**src/rtl/quad_decoder_if.sv**
```systemverilog
// Quadrature decoder bus: raw encoder channels and control strobes in,
// step/direction/position/error out.
interface quad_decoder_if #(
  parameter int N = 4
);
  logic         enc_a;
  logic         enc_b;
  logic         clr_pos;
  logic         err_clr;
  logic         step;
  logic         dir;
  logic [N-1:0] pos;
  logic         err;

  modport master (
    output enc_a, enc_b, clr_pos, err_clr,
    input  step, dir, pos, err
  );

  modport slave (
    input  enc_a, enc_b, clr_pos, err_clr,
    output step, dir, pos, err
  );
endinterface

```
**src/rtl/quad_decoder.sv**
```systemverilog
// Quadrature encoder front end: synchronize, glitch-filter and decode A/B into
// a step strobe, direction (1 = down) and a wrapping N-bit position count.
module quad_decoder #(
  parameter int N    = 4,
  parameter int FILT = 4
) (
  input logic          clk,
  input logic          rst,
  quad_decoder_if.slave bus
);

  localparam int             CW       = $clog2(FILT + 1);
  localparam logic [CW-1:0]  CNT_LAST = CW'(FILT - 1);

  localparam logic [1:0] MV_NONE = 2'd0;
  localparam logic [1:0] MV_UP   = 2'd1;
  localparam logic [1:0] MV_DN   = 2'd2;
  localparam logic [1:0] MV_ERR  = 2'd3;

  typedef enum logic {S_INIT, S_RUN} state_t;

  state_t        state;
  logic [1:0]    init_cnt;
  logic          sa1, sa2, sb1, sb2;
  logic          fa, fb;
  logic [CW-1:0] ca, cb;
  logic [1:0]    prev;
  logic [1:0]    mv;
  logic          step_r, dir_r, err_r;
  logic [N-1:0]  pos_r;

  // A level is accepted only after it differs from the filtered level on
  // FILT consecutive edges; returns {new level, new count}.
  function automatic logic [CW:0] filt_next(input logic s, input logic f,
                                            input logic [CW-1:0] c);
    if (s == f)        return {f, {CW{1'b0}}};
    if (c == CNT_LAST) return {s, {CW{1'b0}}};
    return {f, c + CW'(1)};
  endfunction

  function automatic logic [1:0] decode(input logic [1:0] p, input logic [1:0] c);
    case ({p, c})
      4'b00_10, 4'b10_11, 4'b11_01, 4'b01_00: return MV_UP;
      4'b00_01, 4'b01_11, 4'b11_10, 4'b10_00: return MV_DN;
      4'b00_11, 4'b11_00, 4'b10_01, 4'b01_10: return MV_ERR;
      default:                                return MV_NONE;
    endcase
  endfunction

  assign mv = decode(prev, {fa, fb});

  always_ff @(posedge clk) begin
    if (rst) begin
      state    <= S_INIT;
      init_cnt <= 2'd0;
      sa1      <= 1'b0;
      sa2      <= 1'b0;
      sb1      <= 1'b0;
      sb2      <= 1'b0;
      fa       <= 1'b0;
      fb       <= 1'b0;
      ca       <= '0;
      cb       <= '0;
      prev     <= 2'b00;
      step_r   <= 1'b0;
      dir_r    <= 1'b0;
      err_r    <= 1'b0;
      pos_r    <= '0;
    end else begin
      // Stage: two-flop synchronizer
      sa1    <= bus.enc_a;
      sa2    <= sa1;
      sb1    <= bus.enc_b;
      sb2    <= sb1;
      step_r <= 1'b0;
      case (state)
        S_INIT: begin
          // sa2 holds a real input sample only after two post-reset edges.
          if (init_cnt == 2'd2) begin
            fa    <= sa2;
            fb    <= sb2;
            ca    <= '0;
            cb    <= '0;
            prev  <= {sa2, sb2};
            state <= S_RUN;
          end else begin
            init_cnt <= init_cnt + 2'd1;
          end
        end
        S_RUN: begin
          // Stage: glitch filter, then decode against the previous filtered pair
          {fa, ca} <= filt_next(sa2, fa, ca);
          {fb, cb} <= filt_next(sb2, fb, cb);
          prev     <= {fa, fb};
          if (mv == MV_UP || mv == MV_DN) begin
            step_r <= 1'b1;
            dir_r  <= (mv == MV_DN);
          end
          if (bus.clr_pos)       pos_r <= '0;
          else if (mv == MV_UP)  pos_r <= pos_r + N'(1);
          else if (mv == MV_DN)  pos_r <= pos_r - N'(1);
          if (mv == MV_ERR)      err_r <= 1'b1;
          else if (bus.err_clr)  err_r <= 1'b0;
        end
        default: state <= S_INIT;
      endcase
    end
  end

  assign bus.step = step_r;
  assign bus.dir  = dir_r;
  assign bus.pos  = pos_r;
  assign bus.err  = err_r;

endmodule
```
**src/flat_wrapper.sv**
```systemverilog
// flat-port wrapper written by rule: the top's interface ports become plain ports
module quad_decoder_flat 
#(
  parameter int N    = 4,
  parameter int FILT = 4
)
  (clk, rst, bus_enc_a, bus_enc_b, bus_clr_pos, bus_err_clr, bus_step, bus_dir, bus_pos, bus_err);
  quad_decoder_if #(.N(N)) bus_i ();
  input logic clk;
  input logic rst;
  input wire logic [$bits(bus_i.enc_a)-1:0] bus_enc_a;
  input wire logic [$bits(bus_i.enc_b)-1:0] bus_enc_b;
  input wire logic [$bits(bus_i.clr_pos)-1:0] bus_clr_pos;
  input wire logic [$bits(bus_i.err_clr)-1:0] bus_err_clr;
  output wire logic [$bits(bus_i.step)-1:0] bus_step;
  output wire logic [$bits(bus_i.dir)-1:0] bus_dir;
  output wire logic [$bits(bus_i.pos)-1:0] bus_pos;
  output wire logic [$bits(bus_i.err)-1:0] bus_err;
  assign bus_i.enc_a = bus_enc_a;
  assign bus_i.enc_b = bus_enc_b;
  assign bus_i.clr_pos = bus_clr_pos;
  assign bus_i.err_clr = bus_err_clr;
  assign bus_step = bus_i.step;
  assign bus_dir = bus_i.dir;
  assign bus_pos = bus_i.pos;
  assign bus_err = bus_i.err;
  quad_decoder #(.N(N), .FILT(FILT)) u_core (.clk(clk), .rst(rst), .bus(bus_i));
endmodule
```
**config.mk**
```make
export PLATFORM = sky130hd
export DESIGN_NAME = quad_decoder_flat
export DESIGN_NICKNAME = d
export VERILOG_FILES = /design/src/rtl/quad_decoder_if.sv /design/src/rtl/quad_decoder.sv /design/src/flat_wrapper.sv
export SDC_FILE = /design/constraint.sdc
export NUM_CORES = 1
export LEC_CHECK = 0
export CORE_MARGIN = 8
export CORE_UTILIZATION = 36
export DETAILED_ROUTE_END_ITERATION = 6
export PLACE_DENSITY = 0.67
export SKIP_CTS_REPAIR_TIMING = 1
export SYNTH_ARGS = -nofsm -noshare
export SYNTH_HDL_FRONTEND = slang
export SYNTH_SLANG_ARGS = --single-unit
```
**constraint.sdc**
```tcl
create_clock -name clk -period 2.5 [get_ports clk]
set_input_delay 0.5 -clock clk [delete_from_list [all_inputs] [get_ports clk]]
set_output_delay 0.5 -clock clk [all_outputs]
set_load 0.005 [all_outputs]
```
Word level (Yosys, flattened, before mapping)
Memory sizes are Yosys's and may differ from the RTL's.
Cells that the tools add are included.
- output and inout bits: 7
- flip-flop bits (word level): 24
- memories kept: 1
- bits in read-only memories: 32
- input bits: 6
- memories (memory ; depth ; bits a word ; rd ports ; clocked after memory_dff ; wr ports ; line ; text):
    (no name shown) ; 16 ; 2 ; 1 ; 0 ; 0 ; quad_decoder.sv:42 ; case ({p, c})
- reduce and logical (&&, ||, !) cells: 10
- bitwise logic cells: 2
- multiplexer cells: 39
- add/sub/neg operators: 5
- equality and inequality tests: 11
- operators by type and width (cell ; number):
    two-way mux 4 bit ; 11
    two-way mux 1 bit ; 21
    one-hot mux 3 bit (2 select lines) ; 2
    AND reduction 2 bit ; 6
    adder 3 x 1 -> 3 bit, second input constant ; 2
    == test 2 bit, second input constant ; 3
    == test 3 x 2 -> 1 bit, second input constant ; 2
    inequality test 3 bit, second input constant ; 2
    adder 4 x 1 -> 4 bit, second input constant ; 1
    one-hot mux 1 bit (2 select lines) ; 2
    one-hot mux 2 bit (2 select lines) ; 1
    subtractor 4 x 1 -> 4 bit, second input constant ; 1
    two-way mux 3 bit ; 1
    nonzero test 3 bit ; 1
    adder 2 x 1 -> 2 bit, second input constant ; 1
    == test 1 bit ; 2
    == test 2 x 1 -> 1 bit, second input constant ; 1
    two-way mux 2 bit ; 1
    inequality test 2 x 1 -> 1 bit, second input constant ; 1
    NOT 1 bit ; 2
    nonzero test 2 bit ; 1
    OR reduction 2 bit ; 1
    logical OR 1 bit ; 1

Depth between registers and ports, before layout
Gate-level depths: netlist (run 1).
- depth after elaboration: 10
- depth in mapped cells: 12
- depth with buffers taken out: 11

Worst setup path after synthesis (run 1)
Ideal clock, no wire load.
- kind: flip-flop to flip-flop
- start: register u_core.prev[0]
- end: register u_core.pos_r[3] (netlist: u_core.bus.pos[3])
- slack: -0.054 ns
- arrival: 2.480 ns
- cell stages (with the launch flop): 12
- cell sequence: dfxtp_1 -> clkbuf_1 -> nor2_1 -> a21o_1 -> o21ai_0 -> ha_1 -> inv_1 -> ha_1 -> a21oi_1 -> a21oi_1 -> or4b_1 -> a31oi_1
- cells in the longest elaborated chain, start to end: 4
- ends and longest elaborated chain (item ; line ; text):
    start: declaration ; quad_decoder.sv:27 ; logic [1:0] prev;
    start signal: assignment ; quad_decoder.sv:84 ; prev <= {sa2, sb2};
    start signal: assignment ; quad_decoder.sv:94 ; prev <= {fa, fb};
    memory read (16 x 2 bit) (*) ; -- ;
    == test 2 bit / == test 2 x 1 -> 1 bit (equally long branches) ; quad_decoder.sv:101, quad_decoder.sv:100 ;
    nonzero test 3 bit (no source line) / two-way mux 4 bit (equally long branches) ; -- ;
    AND reduction 2 bit (no source line) / two-way mux 4 bit (equally long branches) ; -- ;
    end signal: assignment ; quad_decoder.sv:100 ; else if (mv == MV_UP) pos_r <= pos_r + N'(1);
    end signal: assignment ; quad_decoder.sv:101 ; else if (mv == MV_DN) pos_r <= pos_r - N'(1);
    end: declaration ; quad_decoder.sv:30 ; logic [N-1:0] pos_r;
Every way passes the cells marked *; elsewhere a longest branch is shown, timed or not.
A chain may end at the register's enable or synchronous reset.

Worst setup path after layout (run 1)
- start: register u_core.fa
- end: register u_core.pos_r[3] (netlist: u_core.bus.pos[3])
- cells in the longest elaborated chain, start to end: 4
- ends and longest elaborated chain (item ; line ; text):
    start: declaration ; quad_decoder.sv:25 ; logic fa, fb;
    start signal: assignment ; quad_decoder.sv:92 ; {fa, ca} <= filt_next(sa2, fa, ca);
    memory read (16 x 2 bit) (*) ; -- ;
    == test 2 bit / == test 2 x 1 -> 1 bit (equally long branches) ; quad_decoder.sv:101, quad_decoder.sv:100 ;
    nonzero test 3 bit (no source line) / two-way mux 4 bit (equally long branches) ; -- ;
    AND reduction 2 bit (no source line) / two-way mux 4 bit (equally long branches) ; -- ;
Marks and branches as above.

==> impl_results.md, run 1 <==
* Outcome: complete, no violations
* Max-Slew Margin vs Limit at 0.433
* Die height at 71.8 um
* P_leak at 0.529 nW
* Type of origin of the critical path: flop
* Initial Util at 0.373
* Crit-path max FO at 4
* Vias in the first global route at 967
* Die width at 71.8 um
* Clk_lat worst skew at 0.31 ns
* Die footprint at 5160 um2
* CTS H-Tree Depth at 1
* Hold Vio Cnt, Final at 0
* Cell variety after synth at 30
* Fmax at 0.440 GHz
* Critical Path AT at 2.51 ns
* Number of clock sinks at 24
* Clock Skew at 0.00862 ns
* Residual DRC count at 0
* Area grow syn2layout at 22.2%
* Power Total at 0.911 mW
* TritonCTS clock tree: built
* Total gr overflow at 0
* CTS Root Buffer Type: clkbuf_4
* Vias per cell at 5.12
* Final Max Slew Viols at 0
* Initial antenna violation count at 0
* Final period util at 0.910
* Core box area at 3000 um2
* Syn_area_per_cell at 8.69 um2
* # nets final at 162
* Slowest-stage cell, CP: or4b_1
* Final setup fails at 0
* IO Port Bufs at 12
* Critical Path Sink Type: flop
* RSZ-0062 raised after global routing: false
* Clock Pin Slew Worst Setup and Hold Paths at 0.13 ns
* Placed Cells at 174
* GRT Total Usage at 0.0952
* Actual slew at the worst max-slew pin at 0.847 ns
* Synth warn at 0
* Clk buf depth at 2
* Worst min path class: flop to flop
* Routed WL at 2180 um
* Wire per inst at 12.2 um
* RePlAce Congestion at 0.816
* Count of maximum capacitance violations at 0
* CP required at 2.74 ns
* Post-Layout Cell Count at 179
* Worst-path cell chain: buf_4 > nand2_1 > o211ai_1 > o21ai_2 > ha_2 > inv_2 > ha_4 > nand3_1 > and3_1 > or4b_1 > a31oi_1
* Crit Path Category: flop to flop
* Seq cells post-synth at 24
* Cts bufs inserted at 3
* Pwr dens at 665 nW/um2
* Fillers at 296
* Initial DRC Count at 24
* I/O Pins at 13
* Fin crit period at 2.27 ns
* ANT cells at 0
* Detailed Routing Iterations Pass 1 at 4
* Setup TNS at 0 ns
* Post-Syn Nets at 144
* Post-DP HPWL at 1690 um
* Mapped Cells at 129
* Sequential share of the synthesized area at 0.429
* Max VDD drop at 0.370 mV
* Largest net degree at the start of global routing at 25
* Vias at 916
* First-pass GRT wire length at 4010 um
* # rows at 20
* DRT antenna net count at 0
* Delay of the slowest critical-path stage at 0.46 ns
* Syn Std Cell Area at 1120 um2
* Layout cells sized above 1 at 0.123
[per-layer routing]
| metal | GRT usage | share of wire |
|---|---|---|
| met4 | 0.0295 | 0.0046 |
| met5 | 0 | 0 |
| met3 | 0.0391 | 0.046 |
| met2 | 0.174 | 0.52 |
| met1 | 0.0953 | 0.43 |
[worst max-delay path, delay by kind of cell, from the launching register on]
family	cells	cell delay (ns)
flip-flops	1	0.36
AO/OA/AOI/OAI	3	0.35
buffers and inverters	2	0.21
adder cells (fa/ha/maj)	2	0.48
AND/OR/NAND/NOR	4	0.79
[final cells by class]
type	count	area [um2]	area share
multi-input combinational	91	608	0.444
sequential	24	485	0.354
timing repair buffer	18	165	0.121
tap	33	41.3	0.0301
clock buffer	4	36.3	0.0265
inverter	9	33.8	0.0247
[Yosys cell counts]
master | count | area [um2]
nor2_2 | 1 | 6.26
fa_1 | 1 | 20.0
nand4b_1 | 1 | 8.76
nor3b_1 | 1 | 7.51
ha_1 | 8 | 100
o21ai_0 | 4 | 20.0
nor3_1 | 4 | 20.0
nor2b_1 | 7 | 43.8
nor2_1 | 17 | 63.8
nand3_1 | 2 | 10.0
nand2_1 | 9 | 33.8
xnor2_1 | 1 | 8.76
or3_1 | 1 | 6.26
o211ai_1 | 1 | 7.51
and3_1 | 1 | 6.26
a31oi_1 | 3 | 18.8
xor2_1 | 3 | 26.3
a211oi_1 | 1 | 7.51
or4b_1 | 1 | 10.0
a21o_1 | 1 | 7.51
mux2i_1 | 5 | 50.1
dfxtp_1 | 24 | 480
and2_1 | 1 | 6.26
buf_2 | 2 | 10.0
inv_1 | 9 | 33.8
clkbuf_1 | 3 | 11.3
o31ai_1 | 1 | 7.51
nand4_1 | 1 | 6.26
a21oi_1 | 12 | 60.1
a22oi_1 | 3 | 22.5
[cells by family after synthesis]
logic type	count (synthesis)	synth area share
DFF	24	0.429
buffers and inverters	14	0.0491
muxes	5	0.0446
xor gates and xnor gates	4	0.0313
AOI/OAI and AO/OA	26	0.135
and+or+nand+nor	47	0.204
adders and majority gates	9	0.107
[sequential cells by signal, summed over array words and instances, names as in the netlist]
name             count
u_core.state         1
u_core.prev          2
u_core.bus.err       1
u_core.ca            3
u_core.cb            3
u_core.sb1           1
u_core.bus.pos       4
u_core.fa            1
u_core.sa1           1
u_core.sb2           1
u_core.sa2           1
u_core.fb            1
u_core.init_cnt      2
u_core.bus.step      1
u_core.bus.dir       1
[cells in the final DEF (no fill, tap or decap), types with 2 or more instances in the layout]
master,instances
nand2_1,9
nor2_1,17
buf_4,6
inv_1,8
nor3_1,4
nor2b_1,7
o21ai_1,2
xor2_1,3
a31oi_1,3
dfxtp_1,22
nand3_1,2
a22oi_1,3
clkbuf_4,3
a21oi_1,11
ha_1,6
mux2i_1,5
clkdlybuf4s50_1,12
[through the flow]
step | setup slack, ns | instance area (um2) | utilization | hold WS (ns)
2_1_floorplan | 0.0348 | 1120 | - | 0.414
3_3_place_gp | 0.116 | 1300 | 0.433 | 0.423
3_5_place_dp | -0.0303 | 1300 | 0.433 | 0.441
4_1_cts | -0.0525 | 1340 | 0.445 | 0.463
5_1_grt | 0.0288 | 1370 | 0.456 | 0.470
6_report | 0.226 | 1370 | 0.456 | 0.459
[worst paths after layout]
| check | startpoint | to | slack (ns) | cells past startpoint |
|---|---|---|---|---|
| setup / recovery | u_core.fa$_SDFFE_PP0P_ | u_core.bus.pos[3]$_SDFFE_PP0P_ | 0.23 | 11 |
| hold / removal | u_core.sb1$_SDFF_PP0_ | u_core.sb2$_SDFF_PP0_ | 0.46 | 1 |
| setup reg to reg | u_core.fa$_SDFFE_PP0P_ | u_core.bus.pos[3]$_SDFFE_PP0P_ | 0.23 | 11 |
| hold reg to reg | u_core.sb1$_SDFF_PP0_ | u_core.sb2$_SDFF_PP0_ | 0.46 | 1 |
[power by group]
part / internal [mW] / leakage [nW] / total (mW) / switching, mW
clock: 0.0889 / 0.0210 / 0.203 / 0.114
sequential: 0.415 / 0.196 / 0.449 / 0.0332
combinational: 0.122 / 0.312 / 0.259 / 0.137
No activity file was read; power rests on OpenSTA's default activity.
==> run 2: changes to the inputs <==
--- a/config.mk
+++ b/config.mk
@@ -7,7 +7,9 @@
 export LEC_CHECK = 0
 export CORE_MARGIN = 8
 export CORE_UTILIZATION = 36
+export CTS_CLUSTER_SIZE = 24
 export DETAILED_ROUTE_END_ITERATION = 6
+export MAX_ROUTING_LAYER = met4
 export PLACE_DENSITY = 0.67
 export SKIP_CTS_REPAIR_TIMING = 1
 export SYNTH_ARGS = -nofsm -noshare
==> run 2 against run 1 <==
Largest power group unchanged; critical path type unchanged; wire length up 0.51%; highest routed layer unchanged; non-clock buffer count did not move; combinational power about the same.
==> impl_results.md, run 2 (synthesis results as in run 1) <==
* Outcome: complete, no violations
* Power Total at 0.910 mW (about the same)
* Detailed Routing Iterations Pass 1 at 4 (unchanged)
* Initial antenna violation count at 0 (unchanged)
* ANT cells at 0 (unchanged)
* Die height at 71.8 um (unchanged)
* Hold Path Cell Cnt at 1 (unchanged)
* Clock Skew at 0.00835 ns (-0.000266 ns)
* # nets final at 162 (unchanged)
* Fin crit period at 2.27 ns (-0.00128 ns)
* Reg2reg start: u_core.fa$_SDFFE_PP0P_
* Worst R2R Path Depth at 11 (unchanged)
* R2R setup slack at 0.23 ns (about the same)
* Worst min path class: flop to flop
* P_leak at 0.529 nW (unchanged)
* Area grow syn2layout at 22.2% (unchanged)
* Worst-path cell chain: buf_4 > nand2_1 > o211ai_1 > o21ai_2 > ha_2 > inv_2 > ha_4 > nand3_1 > and3_1 > or4b_1 > a31oi_1
* Die width at 71.8 um (unchanged)
* First-pass GRT wire length at 4020 um (+0.17%)
* Final core area utilization at 0.456 (unchanged)
* CP required at 2.74 ns (about the same)
* Hold Vio Cnt, Final at 0 (unchanged)
* Hold_ws at 0.459 ns (-0.00000200 ns)
* Critical Path Sink Type: flop
* Max-Slew Margin vs Limit at 0.440 (+0.00622)
* Initial DRC Count at 24 (unchanged)
* Design area at 1370 um2 (unchanged)
* Max VDD drop at 0.370 mV (+0.11%)
* Max FFs per register at 4 (unchanged)
* Initial Util at 0.373 (unchanged)
* RePlAce Congestion at 0.828 (+1.5%)
* Clk buf depth at 2 (unchanged)
* Slowest-stage cell, CP: or4b_1
* RSZ-0062 raised after global routing: false
* Core box area at 3000 um2 (unchanged)
* Number of clock sinks at 24 (unchanged)
* Fmax at 0.440 GHz (about the same)
* GRT Total Usage at 0.0978 (+0.00257)
* Setup TNS at 0 ns (unchanged)
* Clock Pin Slew Worst Setup and Hold Paths at 0.13 ns (about the same)
* TritonCTS clock tree: built
* Critical Path AT at 2.51 ns (about the same)
* Area post-placement at 1300 um2 (unchanged)
* Final period util at 0.909 (about the same)
* Total gr overflow at 0 (unchanged)
* Final Max Slew Viols at 0 (unchanged)
* R2r endpoint: u_core.bus.pos[3]$_SDFFE_PP0P_
* Cts bufs inserted at 3 (unchanged)
* Hold EP: u_core.sb2$_SDFF_PP0_
* Vias at 913 (-0.33%)
* Clk_lat worst skew at 0.31 ns (about the same)
* I/O Pins at 13 (unchanged)
* HP Start: u_core.sb1$_SDFF_PP0_
* Most frequent cells in the layout: 22 x dfxtp_1, 17 x nor2_1, 12 x clkdlybuf4s50_1, 11 x a21oi_1, 9 x nand2_1
* Die footprint at 5160 um2 (unchanged)
* Routed WL at 2190 um (+0.51%)
* CTS H-Tree Depth at 1 (unchanged)
* DRT antenna net count at 0 (unchanged)
* Crit-path max FO at 4 (unchanged)
* Delay of the slowest critical-path stage at 0.46 ns (about the same)
* Crit Path Category: flop to flop
* Vias in the first global route at 966 (-0.10%)
* # rows at 20 (unchanged)
* Wire per inst at 12.2 um (+0.51%)
* Layout cells sized above 1 at 0.123 (unchanged)
* Vias per cell at 5.10 (-0.33%)
* Post-DP HPWL at 1690 um (unchanged)
* Pwr dens at 664 nW/um2 (about the same)
* Residual DRC count at 0 (unchanged)
* Type of origin of the critical path: flop
* Count of maximum capacitance violations at 0 (unchanged)
* CTS Root Buffer Type: clkbuf_4
* Most common cell after layout, fill and taps aside: dfxtp_1
* IO Port Bufs at 12 (unchanged)
* Final setup fails at 0 (unchanged)
* Actual slew at the worst max-slew pin at 0.838 ns (-0.00930 ns)
* Largest net degree at the start of global routing at 25 (unchanged)
[run 2: cell counts in the layout (fill, tap and decap cells not counted)]
Identical to the previous run, type by type.
[run 2: cell type report]
cell class	count	area (um2)
Multi-Input combinational cell	91	608
Fill cell	296	1630
Inverter	9	33.8
Clock buffer	4	36.3
Timing Repair Buffer	18	165
Sequential cell	24	485
Tap cell	33	41.3
[run 2: critical path, delay by kind of cell (launching register included)]
kind / cells / cell delay [ns]
buffers and inverters: 2 / 0.21
AND/OR/NAND/NOR: 4 / 0.79
AO/OA/AOI/OAI: 3 / 0.35
flip-flops: 1 / 0.36
adder cells (fa/ha/maj): 2 / 0.48
[run 2: where the power goes]
group | switching, mW | internal (mW) | leakage [nW]
clock network | 0.113 | 0.0889 | 0.0210
registers | 0.0332 | 0.415 | 0.196
logic | 0.137 | 0.122 | 0.312
total | 0.284 | 0.626 | 0.529
[run 2: per-layer routing]
metal / routed length, um / share of wire / global-route usage
met1: 951 / 0.44 / 0.0961
met5: 0 / 0 / -
met3: 88 / 0.040 / 0.0377
met4: 12 / 0.0055 / 0.0295
met2: 1130 / 0.52 / 0.174
[run 2: how the worst max path moves through the flow]
stage                                 from                        endpoint  depth (start not counted)
2_1_floorplan  u_core.prev[0]$_SDFFE_PP0N_  u_core.bus.pos[3]$_SDFFE_PP0P_                         11
3_3_place_gp   u_core.prev[0]$_SDFFE_PP0N_  u_core.bus.pos[3]$_SDFFE_PP0P_                         10
3_5_place_dp        u_core.fb$_SDFFE_PP0P_  u_core.bus.pos[3]$_SDFFE_PP0P_                         10
4_1_cts             u_core.fb$_SDFFE_PP0P_  u_core.bus.pos[3]$_SDFFE_PP0P_                         10
5_1_grt        u_core.prev[0]$_SDFFE_PP0N_  u_core.bus.pos[3]$_SDFFE_PP0P_                         11
6_report            u_core.fa$_SDFFE_PP0P_  u_core.bus.pos[3]$_SDFFE_PP0P_                         11
[run 2: per-stage QoR]
step,setup WS (ns),std cells
2_1_floorplan,0.0348,129
3_3_place_gp,0.116,174
3_5_place_dp,-0.0303,174
4_1_cts,-0.0525,178
5_1_grt,0.0288,179
6_report,0.227,179
